$ cat config.mk
export PLATFORM = sky130hd
export DESIGN_NAME = seg_scan_decoder_flat
export DESIGN_NICKNAME = d
export VERILOG_FILES = /design/src/rtl/seg_scan_decoder_if.sv /design/src/rtl/seg_scan_decoder.sv /design/src/flat_wrapper.sv
export SDC_FILE = /design/constraint.sdc
export NUM_CORES = 1
export LEC_CHECK = 0
export ABC_CLOCK_PERIOD_IN_PS = 4380
export CORE_ASPECT_RATIO = 0.75
export CORE_MARGIN = 1
export CORE_UTILIZATION = 25
export DETAILED_ROUTE_END_ITERATION = 10
export PLACE_DENSITY = 0.46
export SLEW_MARGIN = 20
export SYNTH_ARGS = -nofsm -noshare
export SYNTH_HDL_FRONTEND = slang
export SYNTH_SLANG_ARGS = --single-unit
$ cat constraint.sdc
create_clock -name clk -period 4.38 [get_ports clk]
set_input_delay 1.314 -clock clk [delete_from_list [all_inputs] [get_ports clk]]
set_output_delay 1.314 -clock clk [all_outputs]
set_load 0.02 [all_outputs]
$ cat src/rtl/seg_scan_decoder_if.sv
// Scan-bus bundle between a scanned 7-segment driver and its decoder.
// The driver side (master) owns the digit/segment pins; the decoder side
// (slave) owns the reconstructed value and its status strobes.
interface seg_scan_decoder_if;
    logic [3:0] sm_wei;       // digit select, active-low one-hot
    logic [7:0] sm_duan;      // segments, active-low, bit7 = dp
    logic [7:0] data;         // last confirmed displayed value
    logic       data_valid;   // one-cycle pulse when data loads
    logic       data_stable;  // confirmed value still matches frames
    logic       frame_err;    // one-cycle pulse on protocol violation

    modport master (
        output sm_wei,
        output sm_duan,
        input  data,
        input  data_valid,
        input  data_stable,
        input  frame_err
    );

    modport slave (
        input  sm_wei,
        input  sm_duan,
        output data,
        output data_valid,
        output data_stable,
        output frame_err
    );
endinterface

$ cat src/rtl/seg_scan_decoder.sv
// Receiving end of a multiplexed 7-segment scan bus. Watches the digit
// select and segment lines, samples each digit once it has settled, and
// rebuilds the 8-bit value shown on digits 0 (low nibble) and 1 (high
// nibble). A value is only reported after CONFIRM_SCANS identical frames.
module seg_scan_decoder #(
    parameter int unsigned SETTLE_CYCLES = 16,
    parameter int unsigned CONFIRM_SCANS = 2
) (
    input  logic              clk,
    input  logic              rst,
    seg_scan_decoder_if.slave bus
);

    // Frame assembly FSM
    localparam logic [0:0] ST_IDLE   = 1'b0;
    localparam logic [0:0] ST_GOT_LO = 1'b1;

    // Counter value at which the settled digit is sampled
    localparam logic [15:0] SAMPLE_AT = 16'(SETTLE_CYCLES - 1);
    localparam logic [3:0]  CONFIRM_N = 4'(CONFIRM_SCANS);
    localparam logic [15:0] DWELL_MAX = 16'hFFFF;

    // Active-low segment patterns for hex digits 0..F (dp off on all)
    localparam logic [7:0] SEG_TABLE [16] = '{
        8'hC0, 8'hF9, 8'hA4, 8'hB0,
        8'h99, 8'h92, 8'h82, 8'hF8,
        8'h80, 8'h90, 8'h88, 8'h83,
        8'hC6, 8'hA1, 8'h86, 8'h8E
    };

    // Digit-select codes
    localparam logic [3:0] WEI_D0    = 4'b1110;
    localparam logic [3:0] WEI_D1    = 4'b1101;
    localparam logic [3:0] WEI_D2    = 4'b1011;
    localparam logic [3:0] WEI_D3    = 4'b0111;
    localparam logic [3:0] WEI_BLANK = 4'b1111;

    // ------------------------------------------------------------------
    // Input synchronisers
    // ------------------------------------------------------------------
    logic [3:0] wei_s1_q;
    logic [3:0] wei_s2_q;
    logic [7:0] duan_s1_q;
    logic [7:0] duan_s2_q;

    // Two-flop synchronisers; reset to "all segments/digits off"
    always_ff @(posedge clk) begin
        if (rst) begin
            wei_s1_q  <= 4'hF;
            wei_s2_q  <= 4'hF;
            duan_s1_q <= 8'hFF;
            duan_s2_q <= 8'hFF;
        end else begin
            wei_s1_q  <= bus.sm_wei;
            wei_s2_q  <= wei_s1_q;
            duan_s1_q <= bus.sm_duan;
            duan_s2_q <= duan_s1_q;
        end
    end

    // ------------------------------------------------------------------
    // Dwell counter and sample strobe
    // ------------------------------------------------------------------
    logic [3:0]  wei_prev_q;
    logic [15:0] dwell_q;
    logic [15:0] dwell_d;
    logic        sample;

    // Count of cycles the current select has been held; restarts on change
    always_comb begin
        if (wei_s2_q != wei_prev_q) begin
            dwell_d = 16'd0;
        end else if (dwell_q != DWELL_MAX) begin
            dwell_d = dwell_q + 16'd1;
        end else begin
            dwell_d = dwell_q;
        end
    end

    // Exactly one sample per dwell, only when the dwell is long enough
    assign sample = (dwell_d == SAMPLE_AT);

    // Remember last select and the running dwell count
    always_ff @(posedge clk) begin
        if (rst) begin
            wei_prev_q <= 4'hF;
            dwell_q    <= 16'd0;
        end else begin
            wei_prev_q <= wei_s2_q;
            dwell_q    <= dwell_d;
        end
    end

    // ------------------------------------------------------------------
    // Digit-select classification
    // ------------------------------------------------------------------
    logic is_d0;
    logic is_d1;
    logic is_ignored;

    // Split the select into digit 0, digit 1, ignored and illegal codes
    always_comb begin
        is_d0      = 1'b0;
        is_d1      = 1'b0;
        is_ignored = 1'b0;
        case (wei_s2_q)
            WEI_D0:                      is_d0      = 1'b1;
            WEI_D1:                      is_d1      = 1'b1;
            WEI_D2, WEI_D3, WEI_BLANK:   is_ignored = 1'b1;
            default:                     ;
        endcase
    end

    // ------------------------------------------------------------------
    // Segment decode: one comparator per hex glyph
    // ------------------------------------------------------------------
    logic [15:0] seg_hit;
    logic        seg_ok;
    logic [3:0]  seg_nib;

    for (genvar gi = 0; gi < 16; gi++) begin : g_seg_match
        assign seg_hit[gi] = (duan_s2_q == SEG_TABLE[gi]);
    end

    assign seg_ok = |seg_hit;

    // Encode the matching glyph back to its nibble (hits are mutually exclusive)
    always_comb begin
        seg_nib = 4'h0;
        for (int i = 0; i < 16; i++) begin
            if (seg_hit[i]) begin
                seg_nib = 4'(i);
            end
        end
    end

    // A sampled digit is bad if its select is illegal, or if it is digit
    // 0/1 and the segment byte is not a recognised glyph.
    logic sample_err;
    assign sample_err = sample &&
                        ((is_d0 || is_d1) ? !seg_ok : !is_ignored);

    // ------------------------------------------------------------------
    // Frame assembly, confirmation and output state
    // ------------------------------------------------------------------
    logic [0:0] state_q,  state_d;
    logic [3:0] lo_q,     lo_d;
    logic [7:0] cand_q,   cand_d;
    logic [3:0] match_q,  match_d;
    logic [7:0] data_q,   data_d;
    logic       locked_q, locked_d;
    logic       stable_q, stable_d;
    logic       valid_q,  valid_d;
    logic       err_q,    err_d;
    logic [7:0] frame;

    assign frame = {seg_nib, lo_q};

    // Next-state: error beats frame completion; digit-1 only counts after a digit 0
    always_comb begin
        state_d  = state_q;
        lo_d     = lo_q;
        cand_d   = cand_q;
        match_d  = match_q;
        data_d   = data_q;
        locked_d = locked_q;
        stable_d = stable_q;
        valid_d  = 1'b0;
        err_d    = 1'b0;

        if (sample_err) begin
            err_d    = 1'b1;
            state_d  = ST_IDLE;
            match_d  = 4'd0;
            stable_d = 1'b0;
        end else if (sample && is_d0) begin
            lo_d    = seg_nib;
            state_d = ST_GOT_LO;
        end else if (sample && is_d1 && (state_q == ST_GOT_LO)) begin
            state_d = ST_IDLE;

            // Track how many identical frames have been seen in a row
            if (frame == cand_q) begin
                if (match_q < CONFIRM_N) begin
                    match_d = match_q + 4'd1;
                end
            end else begin
                cand_d  = frame;
                match_d = 4'd1;
            end

            // Confirmed: reload only on a new value (or the first lock)
            if (match_d == CONFIRM_N) begin
                if ((cand_d != data_q) || !locked_q) begin
                    data_d   = cand_d;
                    valid_d  = 1'b1;
                    locked_d = 1'b1;
                end
                stable_d = 1'b1;
            end else if (frame != data_q) begin
                stable_d = 1'b0;
            end
        end
    end

    // Register FSM, candidate tracking and all outputs
    always_ff @(posedge clk) begin
        if (rst) begin
            state_q  <= ST_IDLE;
            lo_q     <= 4'h0;
            cand_q   <= 8'h00;
            match_q  <= 4'd0;
            data_q   <= 8'h00;
            locked_q <= 1'b0;
            stable_q <= 1'b0;
            valid_q  <= 1'b0;
            err_q    <= 1'b0;
        end else begin
            state_q  <= state_d;
            lo_q     <= lo_d;
            cand_q   <= cand_d;
            match_q  <= match_d;
            data_q   <= data_d;
            locked_q <= locked_d;
            stable_q <= stable_d;
            valid_q  <= valid_d;
            err_q    <= err_d;
        end
    end

    assign bus.data        = data_q;
    assign bus.data_valid  = valid_q;
    assign bus.data_stable = stable_q;
    assign bus.frame_err   = err_q;

endmodule

$ cat src/flat_wrapper.sv
// flat-port wrapper written by rule: the top's interface ports become plain ports
module seg_scan_decoder_flat 
#(
    parameter int unsigned SETTLE_CYCLES = 16,
    parameter int unsigned CONFIRM_SCANS = 2
)
  (clk, rst, bus_sm_wei, bus_sm_duan, bus_data, bus_data_valid, bus_data_stable, bus_frame_err);
  seg_scan_decoder_if bus_i ();
  input  logic clk;
  input  logic rst;
  input wire logic [$bits(bus_i.sm_wei)-1:0] bus_sm_wei;
  input wire logic [$bits(bus_i.sm_duan)-1:0] bus_sm_duan;
  output wire logic [$bits(bus_i.data)-1:0] bus_data;
  output wire logic [$bits(bus_i.data_valid)-1:0] bus_data_valid;
  output wire logic [$bits(bus_i.data_stable)-1:0] bus_data_stable;
  output wire logic [$bits(bus_i.frame_err)-1:0] bus_frame_err;
  assign bus_i.sm_wei = bus_sm_wei;
  assign bus_i.sm_duan = bus_sm_duan;
  assign bus_data = bus_i.data;
  assign bus_data_valid = bus_i.data_valid;
  assign bus_data_stable = bus_i.data_stable;
  assign bus_frame_err = bus_i.frame_err;
  seg_scan_decoder #(.SETTLE_CYCLES(SETTLE_CYCLES), .CONFIRM_SCANS(CONFIRM_SCANS)) u_core (.clk(clk), .rst(rst), .bus(bus_i));
endmodule
==> flow_summary.toml <==
[logic_synthesis]
avgSynthCellArea_sq_um = 8.85
ys_seq_area_frac = 0.389
synth_edf_count = 0
synth_nets = 441
async_flop_share = 0
yosys_register_bits = 73
synthCells = 425
netlist_area_sq_um = 3760
ys.flop_type = "dfxtp_1"
synth.distinct_cells = 68
yosysWarningCount = 0

[cts]
cts_setup_buffers = 0
clockBufferDepth = 2
cts_hold_buf = 0
insertion_delay_ps = 340
path_clk_slew_ps = 70
cts_tree = "done"
cts_root_buffer = "clkbuf_16"
cts_buffers = 9
cts_resized = 0
h-tree-depth = 3
cts.sinks = 73

[route]
drc = 0
drt_iter0_drc = 232
dr_total_vias = 3140
drtAntennaViolNets = 0
wl_microns = 9280
wl_per_cell_microns = 14.4
routed_via_density = 4.87
drt_first_pass_iters = 5

[timing]
hold_viol_final = 0
period_minus_slack_ps = 3720
slew_violations = 0
fin_skew_ps = 14.0
tightestPinTransition_ps = 895
setup-violations-final = 0
tns_ps = 0
fmax_ghz = 0.269
rsz0062_at_grt = "no"
fin_crit_sh = 0.849
slew-limit-headroom = 0.396

[run_status]
status = "finished clean"

[die]
die_height_microns = 108
die_w_microns = 144
start_util = 0.258
rows = 38
die_area_sq_um = 15500
core_sq_um = 14600
ioPinCount = 25

[setup_path]
cp-end-kind = "register"
criticalPathCategory = "reg2reg"
cp_slowest_stage_delay_ps = 540
path_max_fanout = 9
critPathSlowestCell = "or4_4"
cp-start-kind = "register"
cp.required_ps = 4590
cp_cell_sequence = "ha_1 > nand3_2 > nor4_1 > mux2_1 > or4_4 > nor4_1 > nand3_1 > o311ai_1 > o21ai_1"
cp_common_cell = "nor4_1"
crit_arrival_ps = 3930

[pwr]
p_switching_uw = 351
power_frac_clock = 0.490
switching_share = 0.234
powerDensity_nw_per_um2 = 336
power_frac_comb = 0.048
p_seq_frac = 0.462
peakVddDrop_uv = 204
p_leak_uw = 0.00155
power.internal_uw = 1150

[layout]
finalNetCount = 457
drive_gt1_frac = 0.148
area_delta_synth_final_pct = 18.9
nFillCells = 1532
num_antenna_cells = 0
finalInstanceArea_sq_um = 4470

[min_path]
hold_class = "reg2reg"

[place]
port-buffer-count = 24
dp_hpwl_microns = 6660
gp_congestion = 0.806
place_area_sq_um = 4180

[global_route]
grt_usage = 0.126
grt-ovfl-total = 0
grt_antenna_before_repair = 0
grt_pass1_vias = 2880
grt_pass1_wl_microns = 15000
grt_max_degree = 51

[job]
drv_cap = 0
==> cell usage after synthesis (6+ instances only) <==
master	instances	area, sq um
a21oi_1	23	115
a31oi_1	6	37.5
clkbuf_1	15	56.3
dfxtp_1	73	1460
inv_1	11	41.3
mux2i_1	16	160
nand2_1	23	86.3
nand3_1	15	75.1
nand4_1	14	87.6
nor2_1	36	135
nor3_1	10	50.1
nor4_1	8	50.1
o21ai_0	11	55.1
o31ai_1	10	75.1
or2_2	31	194
or3_1	7	43.8
xnor2_1	9	78.8
xor2_1	14	123
==> power by group through the flow <==
stage	Clock (uW)	Sequential, uW	Combinational, uW
floorplan	0	697	56.3
global placement	0	708	72.2
detailed placement	0	708	73.3
CTS	757	693	73.3
global route	781	696	80.0
finish	737	693	71.9
==> routing by layer <==
layer	up-vias	global-route usage	wire length, microns
met5	-	0	0
met4	0	0.0342	90
met3	8	0.0354	325
met2	51	0.190	3990
met1	1488	0.174	4880
li1	1593	-	-
==> layout make-up <==
cell class	count	area, sq um	share of cell area
Clock inverter	6	67.6	0.0151
Inverter	11	41.3	0.00924
Tap cell	200	250	0.0560
Multi-Input combinational cell	321	2180	0.487
Timing Repair Buffer	25	248	0.0554
Clock buffer	9	225	0.0504
Sequential cell	73	1460	0.327
==> flip-flops by register name, indices dropped and copies added (netlist names) <==
signal                  count
u_core.match_q              4
u_core.dwell_q             16
u_core.bus.data             8
u_core.wei_prev_q           4
u_core.duan_s2_q            8
u_core.state_q              1
u_core.locked_q             1
u_core.cand_q               8
u_core.bus.data_valid       1
u_core.duan_s1_q            8
u_core.wei_s2_q             4
u_core.bus.data_stable      1
u_core.wei_s1_q             4
u_core.bus.frame_err        1
u_core.lo_q                 4
==> critical path: cells and delay by family (launching register included) <==
kind,cells,cell delay [ps]
AO/OA/AOI/OAI,2,470
adder cells (fa/ha/maj),1,320
flip-flops,1,420
multiplexers,1,400
AND/OR/NAND/NOR,5,1990
==> layout by cell type (no fill, tap or decap), drive strengths merged, types with 9 or more instances in the layout <==
master         instances
inv                   12
nand2                 23
or2                   32
o21ai                 14
nand3                 18
dfxtp                 73
o31ai                 10
clkbuf                 9
nor2                  36
a21oi                 23
nand4                 15
xor2                  14
xnor2                  9
clkdlybuf4s50         24
mux2i                 16
nor3                  13
==> final timing paths <==
check | end | slack (ps) | from | cells past startpoint
hold / removal | u_core.duan_s2_q[7] | 400 | u_core.duan_s1_q[7] | 1
hold reg to reg | u_core.duan_s2_q[7] | 400 | u_core.duan_s1_q[7] | 1
setup reg to reg | u_core.bus.data[5] | 660 | u_core.dwell_q[0] | 9
setup / recovery | u_core.bus.data[5] | 660 | u_core.dwell_q[0] | 9
==> cell families (layout without fill, tap and decap cells) <==
kind of cell	after synthesis	after routing	synth area share
and+or+nand+nor	196	196	0.317
adders and majority gates	2	2	0.00665
xor gates and xnor gates	23	23	0.0536
DFF	73	73	0.389
AOI/OAI and AO/OA	83	83	0.156
muxes	17	17	0.0456
buffers and inverters	31	51	0.0326
==> per-stage QoR <==
step	cells	hold WS, ps	setup slack (ps)	total power, uW	utilization
after global routing	645	416	403	1560	0.306
after floorplan	425	389	1100	754	-
after CTS	645	407	668	1520	0.306
final	645	400	661	1500	0.306
after detailed placement	630	394	690	782	0.286
after global placement	630	397	850	780	0.286
No activity file was read; power rests on OpenSTA's default activity.
